==> config.mk <==
export PLATFORM = sky130hd
export DESIGN_NAME = pu_riscv_memory_stage_flat
export DESIGN_NICKNAME = d
export VERILOG_FILES = /design/src/rtl/pu_riscv_memory_stage_if.sv /design/src/rtl/pu_riscv_memory_stage.sv /design/src/flat_wrapper.sv
export SDC_FILE = /design/constraint.sdc
export NUM_CORES = 1
export LEC_CHECK = 0
export BUFFER_PORTS_ARGS = -buffer_cell sky130_fd_sc_hd__buf_2
export CAP_MARGIN = 10
export CORE_AREA = 8 8 164 166
export CTS_CLUSTER_SIZE = 28
export DETAILED_ROUTE_END_ITERATION = 10
export DIE_AREA = 0 0 172 174
export GPL_TIMING_DRIVEN = 0
export PLACE_DENSITY = 0.81
export SYNTH_ARGS = -nofsm -noshare
export SYNTH_HDL_FRONTEND = slang
export SYNTH_SLANG_ARGS = --single-unit
==> constraint.sdc <==
create_clock -name clk -period 3.57 [get_ports clk]
set_input_delay 1.071 -clock clk [delete_from_list [all_inputs] [get_ports clk]]
set_output_delay 1.071 -clock clk [all_outputs]
set_load 0.05 [all_outputs]
==> src/rtl/pu_riscv_memory_stage_if.sv <==
// Data-memory response channel that the memory stage consumes.
// The memory side drives it; the stage only listens.
interface pu_riscv_memory_stage_if #(
   parameter int XLEN = 64
) ();
   logic            dmem_ack;
   logic [XLEN-1:0] dmem_q;
   logic            dmem_misaligned;
   logic            dmem_page_fault;

   // Every response is a one-cycle pulse with no back-pressure, so the stage must take it in the cycle it appears.
   modport master (output dmem_ack, dmem_q, dmem_misaligned, dmem_page_fault);
   modport slave  (input  dmem_ack, dmem_q, dmem_misaligned, dmem_page_fault);
endinterface

==> src/rtl/pu_riscv_memory_stage.sv <==
// Memory stage: registers EX results into MEM/WB, holds the pipeline while a load is in flight,
// and aligns/extends load data or turns dmem faults into exception bits.
module pu_riscv_memory_stage #(
   parameter int              XLEN           = 64,
   parameter int              ILEN           = 32,
   parameter int              EXCEPTION_SIZE = 16,
   parameter logic [XLEN-1:0] PC_INIT        = 'h200
) (
   input  logic                      clk,
   input  logic                      rst,
   pu_riscv_memory_stage_if.slave    i_dmem,
   input  logic                      i_wb_stall,
   output logic                      o_mem_stall,
   input  logic                      i_bu_flush,
   input  logic                      i_st_flush,
   input  logic [XLEN-1:0]           i_ex_pc,
   input  logic [ILEN-1:0]           i_ex_instr,
   input  logic                      i_ex_bubble,
   input  logic [EXCEPTION_SIZE-1:0] i_ex_exception,
   input  logic [XLEN-1:0]           i_ex_r,
   input  logic                      i_ex_load,
   input  logic [2:0]                i_ex_load_size,
   output logic [XLEN-1:0]           o_mem_pc,
   output logic [ILEN-1:0]           o_mem_instr,
   output logic                      o_mem_bubble,
   output logic [EXCEPTION_SIZE-1:0] o_mem_exception,
   output logic [XLEN-1:0]           o_mem_r,
   output logic [1:0]                o_state
);

   localparam int                      OFF_W   = (XLEN == 64) ? 3 : 2;
   localparam logic [ILEN-1:0]         NOP     = ILEN'(32'h0000_0013);
   localparam logic [EXCEPTION_SIZE-1:0] EXC_MA = EXCEPTION_SIZE'(1) << 4;
   localparam logic [EXCEPTION_SIZE-1:0] EXC_PF = EXCEPTION_SIZE'(1) << 13;

   typedef enum logic [1:0] {
      IDLE  = 2'd0,
      WAIT  = 2'd1,
      DRAIN = 2'd2
   } state_t;

   state_t                    r_state;
   logic [XLEN-1:0]           r_pc;
   logic [ILEN-1:0]           r_instr;
   logic                      r_bubble;
   logic [EXCEPTION_SIZE-1:0] r_exception;
   logic [XLEN-1:0]           r_r;
   logic [2:0]                r_size;
   logic [OFF_W-1:0]          r_off;

   logic                      w_flush;
   logic                      w_resp;
   logic                      w_load_start;
   logic [XLEN-1:0]           w_load_data;

   // Shift the addressed bytes down to bit 0, then extend according to funct3.
   function automatic logic [XLEN-1:0] f_extend(input logic [XLEN-1:0]  q,
                                                input logic [OFF_W-1:0] off,
                                                input logic [2:0]       size);
      logic [XLEN-1:0] s;
      s = q >> {off, 3'b000};
      case (size)
         3'd0:    f_extend = XLEN'($signed(s[7:0]));
         3'd1:    f_extend = XLEN'($signed(s[15:0]));
         3'd3:    f_extend = (XLEN == 64) ? s : XLEN'($signed(s[31:0]));
         3'd4:    f_extend = XLEN'(s[7:0]);
         3'd5:    f_extend = XLEN'(s[15:0]);
         3'd6:    f_extend = (XLEN == 64) ? XLEN'(s[31:0]) : XLEN'($signed(s[31:0]));
         default: f_extend = XLEN'($signed(s[31:0]));
      endcase
   endfunction

   assign w_flush      = i_bu_flush | i_st_flush;
   assign w_resp       = i_dmem.dmem_ack | i_dmem.dmem_misaligned | i_dmem.dmem_page_fault;
   assign w_load_start = i_ex_load & ~i_ex_bubble & (i_ex_exception == '0);
   assign w_load_data  = f_extend(i_dmem.dmem_q, r_off, r_size);

   always_ff @(posedge clk) begin
      if (rst) begin
         r_state     <= IDLE;
         r_pc        <= PC_INIT;
         r_instr     <= NOP;
         r_bubble    <= 1'b1;
         r_exception <= '0;
         r_r         <= '0;
         r_size      <= '0;
         r_off       <= '0;
      end else begin
         case (r_state)
            IDLE: begin
               if (!i_wb_stall) begin
                  r_pc    <= i_ex_pc;
                  r_instr <= i_ex_instr;
                  if (w_flush) begin
                     r_bubble    <= 1'b1;
                     r_exception <= '0;
                     r_r         <= i_ex_r;
                  end else begin
                     r_exception <= i_ex_exception;
                     if (w_load_start) begin
                        r_size   <= i_ex_load_size;
                        r_off    <= i_ex_r[OFF_W-1:0];
                        r_bubble <= 1'b1;
                        r_state  <= WAIT;
                     end else begin
                        r_r      <= i_ex_r;
                        r_bubble <= i_ex_bubble;
                     end
                  end
               end
            end
            WAIT: begin
               // A flush kills the load even when its response lands in the same cycle.
               if (w_flush) begin
                  r_bubble <= 1'b1;
                  r_state  <= w_resp ? IDLE : DRAIN;
               end else if (w_resp) begin
                  r_state  <= IDLE;
                  r_bubble <= 1'b0;
                  if (i_dmem.dmem_misaligned) begin
                     r_exception <= r_exception | EXC_MA;
                     r_r         <= '0;
                  end else if (i_dmem.dmem_page_fault) begin
                     r_exception <= r_exception | EXC_PF;
                     r_r         <= '0;
                  end else begin
                     r_r <= w_load_data;
                  end
               end
            end
            DRAIN: begin
               if (w_resp) r_state <= IDLE;
            end
            default: r_state <= IDLE;
         endcase
      end
   end

   assign o_mem_stall     = (r_state != IDLE);
   assign o_mem_pc        = r_pc;
   assign o_mem_instr     = r_instr;
   assign o_mem_bubble    = r_bubble;
   assign o_mem_exception = r_exception;
   assign o_mem_r         = r_r;
   assign o_state         = r_state;

endmodule

==> src/flat_wrapper.sv <==
// flat-port wrapper written by rule: the top's interface ports become plain ports
module pu_riscv_memory_stage_flat 
#(
   parameter int              XLEN           = 64,
   parameter int              ILEN           = 32,
   parameter int              EXCEPTION_SIZE = 16,
   parameter logic [XLEN-1:0] PC_INIT        = 'h200
)
  (clk, rst, i_wb_stall, o_mem_stall, i_bu_flush, i_st_flush, i_ex_pc, i_ex_instr, i_ex_bubble, i_ex_exception, i_ex_r, i_ex_load, i_ex_load_size, o_mem_pc, o_mem_instr, o_mem_bubble, o_mem_exception, o_mem_r, o_state, i_dmem_dmem_ack, i_dmem_dmem_q, i_dmem_dmem_misaligned, i_dmem_dmem_page_fault);
  pu_riscv_memory_stage_if #(.XLEN(XLEN)) i_dmem_i ();
  input  logic clk;
  input  logic rst;
  input  logic i_wb_stall;
  output logic o_mem_stall;
  input  logic i_bu_flush;
  input  logic i_st_flush;
  input  logic [XLEN-1:0] i_ex_pc;
  input  logic [ILEN-1:0] i_ex_instr;
  input  logic i_ex_bubble;
  input  logic [EXCEPTION_SIZE-1:0] i_ex_exception;
  input  logic [XLEN-1:0] i_ex_r;
  input  logic i_ex_load;
  input  logic [2:0] i_ex_load_size;
  output logic [XLEN-1:0] o_mem_pc;
  output logic [ILEN-1:0] o_mem_instr;
  output logic o_mem_bubble;
  output logic [EXCEPTION_SIZE-1:0] o_mem_exception;
  output logic [XLEN-1:0] o_mem_r;
  output logic [1:0] o_state;
  input wire logic [$bits(i_dmem_i.dmem_ack)-1:0] i_dmem_dmem_ack;
  input wire logic [$bits(i_dmem_i.dmem_q)-1:0] i_dmem_dmem_q;
  input wire logic [$bits(i_dmem_i.dmem_misaligned)-1:0] i_dmem_dmem_misaligned;
  input wire logic [$bits(i_dmem_i.dmem_page_fault)-1:0] i_dmem_dmem_page_fault;
  assign i_dmem_i.dmem_ack = i_dmem_dmem_ack;
  assign i_dmem_i.dmem_q = i_dmem_dmem_q;
  assign i_dmem_i.dmem_misaligned = i_dmem_dmem_misaligned;
  assign i_dmem_i.dmem_page_fault = i_dmem_dmem_page_fault;
  pu_riscv_memory_stage #(.XLEN(XLEN), .ILEN(ILEN), .EXCEPTION_SIZE(EXCEPTION_SIZE), .PC_INIT(PC_INIT)) u_core (.clk(clk), .rst(rst), .i_dmem(i_dmem_i), .i_wb_stall(i_wb_stall), .o_mem_stall(o_mem_stall), .i_bu_flush(i_bu_flush), .i_st_flush(i_st_flush), .i_ex_pc(i_ex_pc), .i_ex_instr(i_ex_instr), .i_ex_bubble(i_ex_bubble), .i_ex_exception(i_ex_exception), .i_ex_r(i_ex_r), .i_ex_load(i_ex_load), .i_ex_load_size(i_ex_load_size), .o_mem_pc(o_mem_pc), .o_mem_instr(o_mem_instr), .o_mem_bubble(o_mem_bubble), .o_mem_exception(o_mem_exception), .o_mem_r(o_mem_r), .o_state(o_state));
endmodule
==> results.py <==
metrics = {
    "layout": {
        "final_common_cell": "buf_2",
        "layout-area-overhead-vs-synth_pct": 33.71,
        "final_cell_mix": "448 x buf_2, 229 x nand2_1, 185 x dfxtp_1, 119 x a21oi_1, 92 x nor2_1",
        "drive_gt1_share_pct": 36.68,
        "final_cells": 1912,
        "fin_nets": 1816,
    },
    "clock_network": {
        "ctsRootBufferMaster": "clkbuf_16",
        "cts_sinks": 185,
        "cts_hold_buf": 0,
        "clk-insertion-delay-late_ps": 430,
        "path_clk_slew_ps": 80,
        "cts.repair.resized": 0,
        "post_cts_buffers": 0,
        "cts_max_level": 4,
        "clk_path_buf_depth": 2,
        "tritoncts": "done",
        "cts_made_buffers": 17,
    },
    "setup_path": {
        "r2r_end": "u_core.o_mem_r[53]$_SDFFE_PP0P_",
        "crit_path_end": "u_core.o_mem_r[53]$_SDFFE_PP0P_",
        "critPathKind": "input pin to flop",
        "cp_common_cell": "buf_2",
        "cp_max_fo": 10,
        "reg2reg_setup_slack_ps": 580,
        "cp_slowest_cell": "o311ai_2",
        "reg2regPathDepth": 9,
        "end_kind": "flop",
        "start_kind": "input pin",
        "crit_chain": "buf_2, mux2_2, o22ai_1, nor4_4, o311ai_2, buf_2, o221ai_1",
        "cp-startpoint": "i_dmem_dmem_q[63]",
        "reg2reg_from": "u_core.o_state[1]$_SDFFE_PP0P_",
        "cp.arrival_ps": 3350,
        "cpPeakStageDelay_ps": 680,
        "required_ps": 3860,
    },
    "die": {
        "ioPinCount": 433,
        "dieArea_sq_mm": 0.02993,
        "fp-row-count": 58,
        "initial_core_util_pct": 38.66,
        "die_w_um": 172,
        "die_h_um": 174,
        "core-area_sq_mm": 0.02453,
    },
    "global_route": {
        "grt_max_degree": 21,
        "grt-ovfl-total": 0,
        "grt.total_usage_pct": 27.96,
        "antenna_found_initial": 8,
        "first_global_vias": 10390,
        "grt_pass1_wl_mm": 63.70,
    },
    "timing": {
        "post-route-min-period_ps": 3059,
        "setup_viol": 0,
        "hold_viol": 0,
        "slew_headroom_pct": 43.00,
        "tightest_slew_ps": 855.0,
        "rsz0062_at_grt": "no",
        "tns_ps": 0,
        "drv_slew": 0,
        "fmax_mhz": 326.9,
        "min_period_over_period_pct": 85.68,
        "finalClockSkew_ps": 12.95,
        "whs_ps": 452.9,
    },
    "job": {
        "max-cap-violations": 0,
    },
    "routing": {
        "dr.pass1.iters": 7,
        "post_drt_wl_per_cell_um": 22.79,
        "drc": 0,
        "routed_wl_mm": 43.58,
        "vias_per_cell": 5.518,
        "dr_total_vias": 10551,
        "antenna_left": 0,
        "drtIter0Drc": 1119,
    },
    "pwr": {
        "peakVddDrop_v": 0.0002535,
        "power_density_mw_per_mm2": 425.8,
        "power_leakage_nw": 5.666,
    },
    "placed_design": {
        "port_buffers": 432,
        "dp.cells": 1874,
        "place_hpwl_mm": 35.40,
        "gp_congestion": 0.9646,
    },
    "synthesis": {
        "synth_area_per_cell_sq_um": 8.528,
        "syn_nets": 1365,
        "synth_edf_count": 0,
        "ys_seq_area_share_pct": 39.06,
        "synth-main-ff-cell": "dfxtp_1",
        "yosysWarnings": 0,
        "async_flop_share_pct": 0,
        "netlist_instances": 1112,
        "yosys_register_bits": 185,
        "yosysUniqueCellTypes": 59,
        "syn_area_sq_mm": 0.009483,
    },
    "status": {
        "status": "finished clean",
    },
    "worst_hold_path": {
        "min_path_type": "flop to flop",
    },
}
final cells by class:
type	instances	area, sq um
multi-input cells	815	5275
clock buffers	18	439.2
inverters	17	63.81
clock inverters	14	167.7
repair buffers	432	2162
diodes	6	15.01
flip-flops and latches	185	3704
fillers	2420	11850
plain buffers	95	440.4
well taps	330	412.9
synthesized netlist by cell type (all sizes together), types with 2 or more instances:
cell type,count,area [sq um]
a2111oi,15,225.2
a211oi,26,205.2
a21oi,119,595.6
a221oi,6,58.80
a222oi,11,110.1
a22oi,14,105.1
a31o,4,35.03
a31oi,7,43.79
and2,19,118.9
and3,5,31.28
buf,37,222.7
clkbuf,58,217.7
dfxtp,185,3704
inv,17,63.81
mux2,33,371.6
mux2i,67,670.6
mux4,14,315.3
nand2,229,859.6
nand2b,26,162.7
nand3,5,30.03
nand3b,5,37.54
nand4,3,48.80
nor2,93,356.6
nor2b,11,68.82
nor3,14,81.33
nor4,8,80.08
o211ai,14,145.1
o21ai,15,78.83
o21bai,2,15.01
o221a,4,45.04
o221ai,18,157.7
o22ai,4,25.02
o311ai,2,25.03
or2,10,62.56
or3,3,18.77
worst max-delay path: cells and delay by family:
kind / cells / cell delay, ps
buffers and inverters: 2 / 560
muxes: 1 / 320
AOI/OAI and AO/OA: 3 / 1220
and+or+nand+nor: 1 / 170
routing by layer:
| metal | GRT usage (%) | routed length (um) |
|---|---|---|
| met1 | 35.71 | 18030 |
| met2 | 43.87 | 20090 |
| met3 | 6.987 | 3778 |
| met4 | 12.07 | 1666 |
| met5 | 0 | 21 |
state kept, by name, summed over array words and instances (netlist names):
signal / flops
u_core.r_off: 3
u_core.o_mem_exception: 16
u_core.o_state: 2
u_core.o_mem_bubble: 1
u_core.o_mem_instr: 32
u_core.r_size: 3
u_core.o_mem_r: 64
u_core.o_mem_pc: 64
kinds of logic after synthesis:
logic type / after synthesis / synth area share, %
buf+inv: 112 / 5.317
xor+xnor: 1 / 0.09238
mux: 114 / 14.32
compound gates: 265 / 20.07
simple gates: 435 / 21.15
flops: 185 / 39.06
how the worst min path moves through the flow:
| stage | from | end | depth (start not counted) | slack, ps |
|---|---|---|---|---|
| finish | u_core.o_mem_pc[45]$_SDFFE_PP0P_ | u_core.o_mem_pc[45]$_SDFFE_PP0P_ | 2 | 450 |
| global placement | u_core.o_mem_pc[39]$_SDFFE_PP0P_ | u_core.o_mem_pc[39]$_SDFFE_PP0P_ | 2 | 440 |
| floorplan | u_core.r_size[2]$_SDFFE_PP0P_ | u_core.r_size[2]$_SDFFE_PP0P_ | 2 | 550 |
| global route | u_core.o_mem_pc[53]$_SDFFE_PP0P_ | u_core.o_mem_pc[53]$_SDFFE_PP0P_ | 2 | 470 |
| detailed placement | u_core.o_mem_pc[63]$_SDFFE_PP0P_ | u_core.o_mem_pc[63]$_SDFFE_PP0P_ | 2 | 440 |
| CTS | u_core.o_mem_instr[9]$_SDFFE_PP0P_ | u_core.o_mem_instr[9]$_SDFFE_PP0P_ | 2 | 460 |
where the power goes:
group          leakage, nW  switching [mW]  internal, mW
clock                0.296            1.02         0.972
combinational         3.85           0.824         0.352
sequential            1.52          0.0591          2.18
stage by stage:
| stage | power [mW] | cell area, sq um | util [%] | worst slack [ps] |
|---|---|---|---|---|
| finish | 5.400 | 12680 | 51.69 | 511.4 |
| global route | 5.579 | 12680 | 51.69 | 310.7 |
| CTS | 5.406 | 12660 | 51.63 | 573.0 |
| detailed placement | 3.447 | 12060 | 49.16 | 117.0 |
| global placement | 3.430 | 12060 | 49.16 | 157.3 |
| floorplan | 3.012 | 9483 | - | 781.9 |
No activity file was read; power rests on OpenSTA's default activity.
